## src/rtl/mem_arbiter_if.sv

```systemverilog
// Bus bundle between the core requesters, the arbiter and the single memory port.
// The arbiter uses the slave view; the surrounding core/memory uses the master view.
interface mem_arbiter_if;
  logic        instr_req_i;
  logic [31:0] instr_addr_i;
  logic        instr_ack_o;
  logic        instr_err_o;
  logic [31:0] instr_rdata_o;
  logic        data_req_i;
  logic [31:0] data_addr_i;
  logic        data_wen_i;
  logic [1:0]  data_len_i;
  logic [31:0] data_wdata_i;
  logic        data_ack_o;
  logic        data_err_o;
  logic [31:0] data_rdata_o;
  logic        mem_req_o;
  logic [31:0] mem_addr_o;
  logic        mem_wen_o;
  logic [3:0]  mem_wmask_o;
  logic [31:0] mem_wdata_o;
  logic [31:0] mem_rdata_i;
  logic        mem_rvalid_i;

  modport slave (
    input  instr_req_i, instr_addr_i, data_req_i, data_addr_i, data_wen_i,
           data_len_i, data_wdata_i, mem_rdata_i, mem_rvalid_i,
    output instr_ack_o, instr_err_o, instr_rdata_o, data_ack_o, data_err_o,
           data_rdata_o, mem_req_o, mem_addr_o, mem_wen_o, mem_wmask_o, mem_wdata_o
  );

  modport master (
    output instr_req_i, instr_addr_i, data_req_i, data_addr_i, data_wen_i,
           data_len_i, data_wdata_i, mem_rdata_i, mem_rvalid_i,
    input  instr_ack_o, instr_err_o, instr_rdata_o, data_ack_o, data_err_o,
           data_rdata_o, mem_req_o, mem_addr_o, mem_wen_o, mem_wmask_o, mem_wdata_o
  );
endinterface

```

## src/rtl/mem_arbiter.sv

```systemverilog
// Fetch/load-store arbiter for one memory port: data priority with a starvation
// guard, a single outstanding transaction, store lane formatting and timeouts.
module mem_arbiter #(
  parameter int TIMEOUT         = 255,
  parameter int DATA_STREAK_MAX = 4
) (
  input  logic          clk_i,
  input  logic          reset_i,
  mem_arbiter_if.slave  bus
);

  localparam logic [1:0] IDLE  = 2'd0;
  localparam logic [1:0] IBUSY = 2'd1;
  localparam logic [1:0] DBUSY = 2'd2;

  localparam logic [7:0] TIMER_LAST   = 8'(TIMEOUT - 1);
  localparam logic [3:0] STREAK_LIMIT = 4'(DATA_STREAK_MAX);

  function automatic logic misaligned(input logic [1:0] len, input logic [1:0] off);
    case (len)
      2'd0:    misaligned = 1'b0;
      2'd1:    misaligned = off[0];
      2'd2:    misaligned = (off != 2'b00);
      default: misaligned = 1'b1;
    endcase
  endfunction

  function automatic logic [3:0] store_mask(input logic [1:0] len, input logic [1:0] off);
    case (len)
      2'd0:    store_mask = 4'b0001 << off;
      2'd1:    store_mask = 4'b0011 << off;
      default: store_mask = 4'b1111;
    endcase
  endfunction

  logic [1:0]  state_r;
  logic [7:0]  timer_r;
  logic [2:0]  streak_r;
  logic        mem_req_r;
  logic [31:0] mem_addr_r;
  logic        mem_wen_r;
  logic [3:0]  mem_wmask_r;
  logic [31:0] mem_wdata_r;

  logic        grant_data_s;
  logic        grant_instr_s;
  logic        data_bad_s;
  logic        timeout_s;
  logic        unused_s;

  assign unused_s = ^bus.instr_addr_i[1:0];

  // Arbitration, alignment check and timeout detection
  always_comb begin
    grant_data_s  = 1'b0;
    grant_instr_s = 1'b0;
    data_bad_s    = misaligned(bus.data_len_i, bus.data_addr_i[1:0]);
    timeout_s     = (state_r != IDLE) && !bus.mem_rvalid_i && (timer_r == TIMER_LAST);
    if ((state_r == IDLE) && !reset_i) begin
      if (bus.data_req_i && (({1'b0, streak_r} < STREAK_LIMIT) || !bus.instr_req_i)) begin
        grant_data_s = 1'b1;
      end else if (bus.instr_req_i) begin
        grant_instr_s = 1'b1;
      end else begin
        grant_data_s  = 1'b0;
        grant_instr_s = 1'b0;
      end
    end else begin
      grant_data_s  = 1'b0;
      grant_instr_s = 1'b0;
    end
  end

  // Responses are combinational so the requester sees them in the response cycle
  assign bus.instr_ack_o   = !reset_i && (state_r == IBUSY) && bus.mem_rvalid_i;
  assign bus.instr_err_o   = !reset_i && (state_r == IBUSY) && timeout_s;
  assign bus.data_ack_o    = !reset_i && (state_r == DBUSY) && bus.mem_rvalid_i;
  assign bus.data_err_o    = !reset_i && (((state_r == DBUSY) && timeout_s) ||
                                          (grant_data_s && data_bad_s));
  assign bus.instr_rdata_o = bus.mem_rdata_i;
  assign bus.data_rdata_o  = bus.mem_rdata_i;
  assign bus.mem_req_o     = mem_req_r;
  assign bus.mem_addr_o    = mem_addr_r;
  assign bus.mem_wen_o     = mem_wen_r;
  assign bus.mem_wmask_o   = mem_wmask_r;
  assign bus.mem_wdata_o   = mem_wdata_r;

  // State machine, streak/timeout counters and memory-side request registers
  always_ff @(posedge clk_i) begin
    if (reset_i) begin
      state_r     <= IDLE;
      timer_r     <= 8'd0;
      streak_r    <= 3'd0;
      mem_req_r   <= 1'b0;
      mem_addr_r  <= 32'd0;
      mem_wen_r   <= 1'b1;
      mem_wmask_r <= 4'd0;
      mem_wdata_r <= 32'd0;
    end else begin
      case (state_r)
        IDLE: begin
          timer_r <= 8'd0;
          if (!bus.instr_req_i || grant_instr_s) begin
            streak_r <= 3'd0;
          end else if (grant_data_s && (streak_r != 3'd7)) begin
            streak_r <= streak_r + 3'd1;
          end
          if (grant_instr_s) begin
            state_r     <= IBUSY;
            mem_req_r   <= 1'b1;
            mem_addr_r  <= {bus.instr_addr_i[31:2], 2'b00};
            mem_wen_r   <= 1'b1;
            mem_wmask_r <= 4'd0;
          end else if (grant_data_s && !data_bad_s) begin
            state_r     <= DBUSY;
            mem_req_r   <= 1'b1;
            mem_addr_r  <= {bus.data_addr_i[31:2], 2'b00};
            mem_wen_r   <= bus.data_wen_i;
            mem_wmask_r <= bus.data_wen_i ? 4'd0 : store_mask(bus.data_len_i, bus.data_addr_i[1:0]);
            mem_wdata_r <= bus.data_wdata_i << {bus.data_addr_i[1:0], 3'b000};
          end
        end
        IBUSY, DBUSY: begin
          if (bus.mem_rvalid_i || timeout_s) begin
            state_r   <= IDLE;
            mem_req_r <= 1'b0;
            timer_r   <= 8'd0;
          end else begin
            timer_r <= timer_r + 8'd1;
          end
        end
        default: begin
          state_r   <= IDLE;
          mem_req_r <= 1'b0;
          timer_r   <= 8'd0;
        end
      endcase
    end
  end

endmodule

```

## src/flat_wrapper.sv

```systemverilog
// flat-port wrapper written by rule: the top's interface ports become plain ports
module mem_arbiter_flat 
#(
  parameter int TIMEOUT         = 255,
  parameter int DATA_STREAK_MAX = 4
)
  (clk_i, reset_i, bus_instr_req_i, bus_instr_addr_i, bus_data_req_i, bus_data_addr_i, bus_data_wen_i, bus_data_len_i, bus_data_wdata_i, bus_mem_rdata_i, bus_mem_rvalid_i, bus_instr_ack_o, bus_instr_err_o, bus_instr_rdata_o, bus_data_ack_o, bus_data_err_o, bus_data_rdata_o, bus_mem_req_o, bus_mem_addr_o, bus_mem_wen_o, bus_mem_wmask_o, bus_mem_wdata_o);
  mem_arbiter_if bus_i ();
  input  logic clk_i;
  input  logic reset_i;
  input wire logic [$bits(bus_i.instr_req_i)-1:0] bus_instr_req_i;
  input wire logic [$bits(bus_i.instr_addr_i)-1:0] bus_instr_addr_i;
  input wire logic [$bits(bus_i.data_req_i)-1:0] bus_data_req_i;
  input wire logic [$bits(bus_i.data_addr_i)-1:0] bus_data_addr_i;
  input wire logic [$bits(bus_i.data_wen_i)-1:0] bus_data_wen_i;
  input wire logic [$bits(bus_i.data_len_i)-1:0] bus_data_len_i;
  input wire logic [$bits(bus_i.data_wdata_i)-1:0] bus_data_wdata_i;
  input wire logic [$bits(bus_i.mem_rdata_i)-1:0] bus_mem_rdata_i;
  input wire logic [$bits(bus_i.mem_rvalid_i)-1:0] bus_mem_rvalid_i;
  output wire logic [$bits(bus_i.instr_ack_o)-1:0] bus_instr_ack_o;
  output wire logic [$bits(bus_i.instr_err_o)-1:0] bus_instr_err_o;
  output wire logic [$bits(bus_i.instr_rdata_o)-1:0] bus_instr_rdata_o;
  output wire logic [$bits(bus_i.data_ack_o)-1:0] bus_data_ack_o;
  output wire logic [$bits(bus_i.data_err_o)-1:0] bus_data_err_o;
  output wire logic [$bits(bus_i.data_rdata_o)-1:0] bus_data_rdata_o;
  output wire logic [$bits(bus_i.mem_req_o)-1:0] bus_mem_req_o;
  output wire logic [$bits(bus_i.mem_addr_o)-1:0] bus_mem_addr_o;
  output wire logic [$bits(bus_i.mem_wen_o)-1:0] bus_mem_wen_o;
  output wire logic [$bits(bus_i.mem_wmask_o)-1:0] bus_mem_wmask_o;
  output wire logic [$bits(bus_i.mem_wdata_o)-1:0] bus_mem_wdata_o;
  assign bus_i.instr_req_i = bus_instr_req_i;
  assign bus_i.instr_addr_i = bus_instr_addr_i;
  assign bus_i.data_req_i = bus_data_req_i;
  assign bus_i.data_addr_i = bus_data_addr_i;
  assign bus_i.data_wen_i = bus_data_wen_i;
  assign bus_i.data_len_i = bus_data_len_i;
  assign bus_i.data_wdata_i = bus_data_wdata_i;
  assign bus_i.mem_rdata_i = bus_mem_rdata_i;
  assign bus_i.mem_rvalid_i = bus_mem_rvalid_i;
  assign bus_instr_ack_o = bus_i.instr_ack_o;
  assign bus_instr_err_o = bus_i.instr_err_o;
  assign bus_instr_rdata_o = bus_i.instr_rdata_o;
  assign bus_data_ack_o = bus_i.data_ack_o;
  assign bus_data_err_o = bus_i.data_err_o;
  assign bus_data_rdata_o = bus_i.data_rdata_o;
  assign bus_mem_req_o = bus_i.mem_req_o;
  assign bus_mem_addr_o = bus_i.mem_addr_o;
  assign bus_mem_wen_o = bus_i.mem_wen_o;
  assign bus_mem_wmask_o = bus_i.mem_wmask_o;
  assign bus_mem_wdata_o = bus_i.mem_wdata_o;
  mem_arbiter #(.TIMEOUT(TIMEOUT), .DATA_STREAK_MAX(DATA_STREAK_MAX)) u_core (.clk_i(clk_i), .reset_i(reset_i), .bus(bus_i));
endmodule
```

## config.mk

```make
export PLATFORM = sky130hd
export DESIGN_NAME = mem_arbiter_flat
export DESIGN_NICKNAME = d
export VERILOG_FILES = /design/src/rtl/mem_arbiter_if.sv /design/src/rtl/mem_arbiter.sv /design/src/flat_wrapper.sv
export SDC_FILE = /design/constraint.sdc
export NUM_CORES = 1
export LEC_CHECK = 0
export CAP_MARGIN = 0
export CORE_MARGIN = 4
export CORE_UTILIZATION = 40
export DETAILED_ROUTE_END_ITERATION = 6
export PLACE_DENSITY = 0.84
export SLEW_MARGIN = 20
export SYNTH_ARGS = -nofsm -noshare
export SYNTH_HDL_FRONTEND = slang
export SYNTH_SLANG_ARGS = --single-unit
```

## constraint.sdc

```tcl
create_clock -name clk_i -period 4.1 [get_ports clk_i]
set_input_delay 0.82 -clock clk_i [delete_from_list [all_inputs] [get_ports clk_i]]
set_output_delay 0.82 -clock clk_i [all_outputs]
set_load 0.02 [all_outputs]
```

==> impl_metrics.env, run 1 <==
export IMPL_status="finished, final reports clean"
export IMPL_ant_nets=0
export IMPL_cts_clk_slew_worst_paths_ns=0.09
export IMPL_grt_pass1_vias=3902
export IMPL_synth_top_cell_area_share_pct=37.31
export IMPL_synth_ff_type="dfxtp_1"
export IMPL_fin_hold_ws_ns=0.4587
export IMPL_p_comb_share_pct=23.1
export IMPL_worstMarginPinSlew_ns=0.8760
export IMPL_drt_wl_total_um=11920
export IMPL_firstDrtPassIters=4
export IMPL_crit_fanout=5
export IMPL_ys_async_sr_fraction_pct=0
export IMPL_yosysUniqueCellTypes=40
export IMPL_synth_common_cells="dfxtp_1 (81), nand2_1 (73), buf_4 (71), mux2i_1 (47), a21oi_1 (34)"
export IMPL_start_util_pct=41.55
export IMPL_crit_path_start_kind="input pin"
export IMPL_ys_seq_area_share_pct=37.31
export IMPL_cp_arrival_ns=2.55
export IMPL_p_switching_uw=537.5
export IMPL_hpwl_um=8948
export IMPL_power_density_mw_per_mm2=323.8
export IMPL_crit_end="bus_data_err_o"
export IMPL_r2r_end="u_core.bus.mem_wdata_o[4]"
export IMPL_swShare_pct=28.55
export IMPL_crit_required_ns=3.28
export IMPL_grt_ovfl_total=0
export IMPL_rsz0062_at_grt="no"
export IMPL_track_usage_pct=18.32
export IMPL_fp_coreArea_mm2=0.01046
export IMPL_avgRoutedWirePerCell_um=16.02
export IMPL_final_area_mm2=0.005816
export IMPL_cp_end_kind="output port"
export IMPL_io_pin_count=274
export IMPL_yosysMostFrequentCell="dfxtp_1"
export IMPL_clockPowerShare_pct=31.2
export IMPL_ir_drop_uv=200.4
export IMPL_insertedDiodeCount=0
export IMPL_port_buffers=173
export IMPL_holdCritPathClass="flop to flop"
export IMPL_fp_dieH_um=112.2
export IMPL_fin_setup_tns_ns=0
export IMPL_setup_worst_path_class="input pin to output port"
export IMPL_syn_avg_cell_area_um2=8.590
export IMPL_routed_wl_met3_um=1122
export IMPL_grt_max_degree=47
export IMPL_nets=746
export IMPL_hold_buffers=0
export IMPL_fin_crit_sh_pct=82.12
export IMPL_finalMaxSlewViolations=0
export IMPL_highest_signal_layer="met4"
export IMPL_cts_tree="done"
export IMPL_ys_ff_latch=81
export IMPL_antenna_found_initial=0
export IMPL_drc=0
export IMPL_yosys_top_cells_area="dfxtp_1 (37%), buf_4 (12%), mux2i_1 (11%)"
export IMPL_max_freq_ghz=0.2970
export IMPL_syn_to_final_growth_pct=33.79
export IMPL_reg2reg_slack_ns=1.74
export IMPL_wl_met2_um=5830
export IMPL_cts_made_buffers=9
export IMPL_grt_pass1_wl_um=19040
export IMPL_drt_iter0_drc=219
export IMPL_post_cts_resized=0
export IMPL_internal_power_mw=1.345
export IMPL_r2r_cells=7
export IMPL_finalHoldViolCount=0
export IMPL_yosys_warnings=0
export IMPL_numClockSinks=81
export IMPL_die_width_um=112.2
export IMPL_clkLatencyLatePin_ns=0.36
export IMPL_startpoint="bus_data_len_i[1]"
export IMPL_gp_congestion=0.8406
export IMPL_routed_via_density=5.163
export IMPL_die_area_mm2=0.01260
export IMPL_met1Wirelength_um=4660
export IMPL_regToRegStartpoint="u_core.state_r[0]"
export IMPL_post_cts_setup_buffers=0
export IMPL_layout_min_cycle_time_ns=3.367
export IMPL_synth_top_area_cell="dfxtp_1"
export IMPL_fin_worst_skew_ns=0.01012
export IMPL_max_slew_margin_pct=41.32
export IMPL_finalSetupViolations=0
export IMPL_synth_edff_count=0
export IMPL_placed_area_mm2=0.005618
export IMPL_clockBufferDepth=2
export IMPL_synth_area_mm2=0.004347
export IMPL_drv_cap=0
export IMPL_p_leak_nw=2.060
export IMPL_htreeDepth=3
export IMPL_drive_gt1_share_pct=6.250
export IMPL_pwr_share_seq_pct=45.6
export IMPL_clockRootBuffer="clkbuf_8"
export IMPL_syn_inst=506
export IMPL_num_vias=3841
export IMPL_rows=37
==> logic make-up after synthesis <==
kind of cell / synth area share [%]
other: 0.08627
buffers and inverters: 17.04
adder cells (fa/ha/maj): 2.015
multiplexers: 13.15
AO/OA/AOI/OAI: 12.32
flip-flops: 37.31
XOR/XNOR: 1.209
AND/OR/NAND/NOR: 16.87
==> per-stage QoR <==
step	total power, mW	worst slack (ns)	instances	util [%]
2_1_floorplan	1.186	1.672	507	-
3_3_place_gp	1.301	0.7017	728	53.70
3_5_place_dp	1.313	0.7213	728	53.70
4_1_cts	1.906	0.7005	744	55.57
5_1_grt	1.978	0.6344	744	55.58
6_report	1.883	0.7329	744	55.58
==> power by group through the flow <==
stage | Clock (mW) | Sequential (mW) | Combinational, mW
finish | 0.588 | 0.859 | 0.435
global route | 0.643 | 0.865 | 0.470
CTS | 0.608 | 0.859 | 0.438
detailed placement | 0 | 0.878 | 0.435
global placement | 0 | 0.875 | 0.427
floorplan | 0 | 0.923 | 0.263
==> per-layer routing <==
metal,vias up,GRT usage [%]
met2,159,32.02
met5,-,0
met1,1783,20.08
met3,43,6.631
met4,0,7.532
li1,1856,-
==> registers in the layout (all words and copies together) (netlist names) <==
name,count
u_core.bus.mem_wdata_o,32
u_core.bus.mem_addr_o,30
u_core.timer_r,8
u_core.bus.mem_wmask_o,4
u_core.streak_r,3
u_core.state_r,2
u_core.bus.mem_req_o,1
u_core.bus.mem_wen_o,1
==> cell type report <==
type,count,area [um2]
clock buffer,10,127.6
clock inverter,6,68.82
fill,943,4647
inverter,4,15.01
multi-input combinational,324,2006
sequential,81,1622
tap,136,170.2
timing repair buffer,183,1807
==> critical path: stages <==
cell,delay (ns)
clkdlybuf4s50_1,0.49
a21oi_1,0.39
nor2_1,0.10
nand3_1,0.12
a21oi_1,0.07
clkdlybuf4s50_1,0.56
==> worst min-delay path by stage <==
stage / slack, ns / from / cells past startpoint / end
after floorplan: 0.45 / u_core.timer_r[0] / 1 / u_core.timer_r[0]
after global placement: 0.44 / u_core.bus.mem_wdata_o[14] / 2 / u_core.bus.mem_wdata_o[14]
after detailed placement: 0.45 / u_core.bus.mem_wdata_o[15] / 2 / u_core.bus.mem_wdata_o[15]
after CTS: 0.46 / u_core.bus.mem_wdata_o[13] / 2 / u_core.bus.mem_wdata_o[13]
after global routing: 0.48 / u_core.bus.mem_wdata_o[13] / 2 / u_core.bus.mem_wdata_o[13]
final: 0.46 / u_core.bus.mem_wdata_o[13] / 2 / u_core.bus.mem_wdata_o[13]
==> cells in the final DEF (no fill, tap or decap), types with 10 or more instances in the layout <==
cell type / count
nor2_1: 29
dfxtp_1: 81
nand2_1: 73
nand3_1: 16
mux2i_1: 47
nor3_1: 11
o21ai_1: 29
clkdlybuf4s50_1: 173
a21oi_1: 34
o211ai_1: 11
buf_4: 10
No activity file was read; power rests on OpenSTA's default activity.
==> inputs of run 2 (changes only) <==
- CORE_UTILIZATION: 40 -> 34
- PLACE_DENSITY: 0.84 -> 0.75
- clock period: 4.1 -> 2.99 ns (I/O delays scaled with it)
==> impl_metrics.env, run 2 (synthesis results as in run 1) <==
export IMPL_status="finished, final reports clean"
export IMPL_routed_via_density=4.860
export IMPL_cp_end_kind="output port"
export IMPL_setup_worst_path_class="input pin to output port"
export IMPL_largest_reg_flops=32
export IMPL_post_cts_setup_buffers=0
export IMPL_power_density_mw_per_mm2=475.9
export IMPL_grt_pass1_wl_um=19110
export IMPL_p_comb_share_pct=21.3
export IMPL_cp_arrival_ns=2.17
export IMPL_internal_power_mw=2.138
export IMPL_drive_gt1_share_pct=7.431
export IMPL_finalSetupViolations=0
export IMPL_p_switching_uw=747.2
export IMPL_p_leak_nw=2.189
export IMPL_rsz0062_at_grt="no"
export IMPL_cp_num_cells=6
export IMPL_gp_congestion=0.8341
export IMPL_hpwl_um=9418
export IMPL_fin_total_pwr_mw=2.885
export IMPL_layout_min_cycle_time_ns=2.769
export IMPL_r2r_cells=8
export IMPL_grt_pass1_vias=3924
export IMPL_drt_iter0_drc=222
export IMPL_io_pin_count=274
export IMPL_drt_wl_total_um=12400
export IMPL_insertedDiodeCount=0
export IMPL_crit_fanout=3
export IMPL_mostFrequentLayoutCells="clkdlybuf4s50_1 (171), dfxtp_1 (81), nand2_1 (73)"
export IMPL_finalMaxSlewViolations=0
export IMPL_crit_path_frequent_cell="a21oi_1"
export IMPL_worstMarginPinSlew_ns=0.7313
export IMPL_nets=757
export IMPL_die_width_um=121.1
export IMPL_fp_dieH_um=121.1
export IMPL_hold_buffers=0
export IMPL_max_slew_margin_pct=51.07
export IMPL_clockRootBuffer="clkbuf_16"
export IMPL_num_vias=3844
export IMPL_swShare_pct=25.90
export IMPL_ant_nets=0
export IMPL_holdCritPathClass="flop to flop"
export IMPL_antenna_found_initial=0
export IMPL_syn_to_final_growth_pct=39.46
export IMPL_fp_coreArea_mm2=0.01257
export IMPL_crit_path_start_kind="input pin"
export IMPL_finalHoldViolCount=0
export IMPL_cp_slowest_stage_delay_ns=0.57
export IMPL_path_cells="clkdlybuf4s50_1 > a21oi_1 > nor2_1 > nand3_1 > a21oi_1 > dlygate4sd2_1"
export IMPL_start_util_pct=34.58
export IMPL_layout_commonest_cell="clkdlybuf4s50_1"
export IMPL_fill_cells=1190
export IMPL_hold_depth=2
export IMPL_htreeDepth=3
export IMPL_max_freq_ghz=0.3611
export IMPL_track_usage_pct=16.23
export IMPL_numClockSinks=81
export IMPL_avgRoutedWirePerCell_um=15.67
export IMPL_fin_worst_skew_ns=0.01095
export IMPL_ir_drop_uv=218.5
export IMPL_cts_tree="done"
export IMPL_fin_crit_sh_pct=92.61
export IMPL_crit_required_ns=2.39
export IMPL_port_buffers=173
export IMPL_grt_max_degree=43
export IMPL_die_area_mm2=0.01466
export IMPL_drc=0
export IMPL_pwr_share_seq_pct=41.0
export IMPL_path_buf_inv=2
export IMPL_clkLatencyLatePin_ns=0.33
export IMPL_fin_hold_ws_ns=0.4546
export IMPL_drv_cap=0
export IMPL_clockPowerShare_pct=37.7
export IMPL_cp_slowest_cell="clkdlybuf4s50_1"
export IMPL_rows=41
export IMPL_grt_ovfl_total=0
export IMPL_critPathTopFamily="buffers and inverters"
export IMPL_firstDrtPassIters=4
export IMPL_cts_made_buffers=9
export IMPL_cts_clk_slew_worst_paths_ns=0.06
export IMPL_clockBufferDepth=2
[run 2: cell count changes in the layout (fill, tap and decap cells not counted), moves of 2 or more]
cell / delta
clkbuf_8: -8
buf_12: +2
buf_4: +9
clkbuf_16: +9
clkinv_4: -3
clkbuf_1: +2
clkdlybuf4s50_1: -2
[run 2: final cells by class]
class / instances / area, um2 / area share, %
timing repair buffer: 194 / 1916 / 31.60
clock inverter: 3 / 40.04 / 0.6605
clock buffer: 13 / 250.2 / 4.128
sequential: 81 / 1622 / 26.75
multi-input combinational: 324 / 2004 / 33.06
tap: 172 / 215.2 / 3.550
inverter: 4 / 15.01 / 0.2477
[run 2: worst paths after layout]
check / start / to / slack, ns
hold reg to reg: u_core.bus.mem_wdata_o[8] / u_core.bus.mem_wdata_o[8] / 0.45
setup / recovery: bus_data_len_i[0] / bus_data_err_o / 0.22
hold / removal: u_core.bus.mem_wdata_o[8] / u_core.bus.mem_wdata_o[8] / 0.45
setup reg to reg: u_core.state_r[0] / u_core.bus.mem_addr_o[14] / 0.92
[run 2: power by group through the flow]
stage                     Clock (mW)  Combinational [mW]  Sequential (mW)
final                           1.09               0.615             1.18
after global routing            1.15               0.663             1.19
after CTS                       1.12               0.619             1.18
after detailed placement           0               0.616             1.20
after global placement             0               0.603             1.20
after floorplan                    0               0.361             1.27
[run 2: worst min-delay path: cells and delay by family (launching register included)]
kind	cells	cell delay [ns]
and+or+nand+nor	1	0.05
AOI/OAI and AO/OA	1	0.05
DFF	1	0.31
[run 2: what timing repair did]
| item | in CTS | in global routing |
|---|---|---|
| hold endpoints to repair | 0 | 0 |
| endpoints found under the setup margin | 1 | 1 |
| resized for setup | 1 | 1 |
[run 2: per-stage QoR]
step / std cells / setup WS, ns / utilization [%] / setup TNS (ns) / area, um2
after floorplan: 507 / 0.9504 / - / 0 / 4350
after global placement: 775 / -0.01045 / 45.91 / -0.01045 / 5771
after detailed placement: 775 / -0.01605 / 45.91 / -0.01605 / 5771
after CTS: 791 / 0.08695 / 48.21 / 0 / 6060
after global routing: 791 / 0.1748 / 48.23 / 0 / 6062
final: 791 / 0.2211 / 48.23 / 0 / 6062
[run 2: metal layers]
| metal | global-route usage, % | part of all wire, % | vias up |
|---|---|---|---|
| li1 | - | - | 1880 |
| met1 | 18.08 | 40 | 1778 |
| met2 | 28.86 | 49 | 154 |
| met3 | 4.615 | 8.4 | 32 |
| met4 | 6.728 | 2.3 | 0 |
| met5 | 0 | 0 | - |
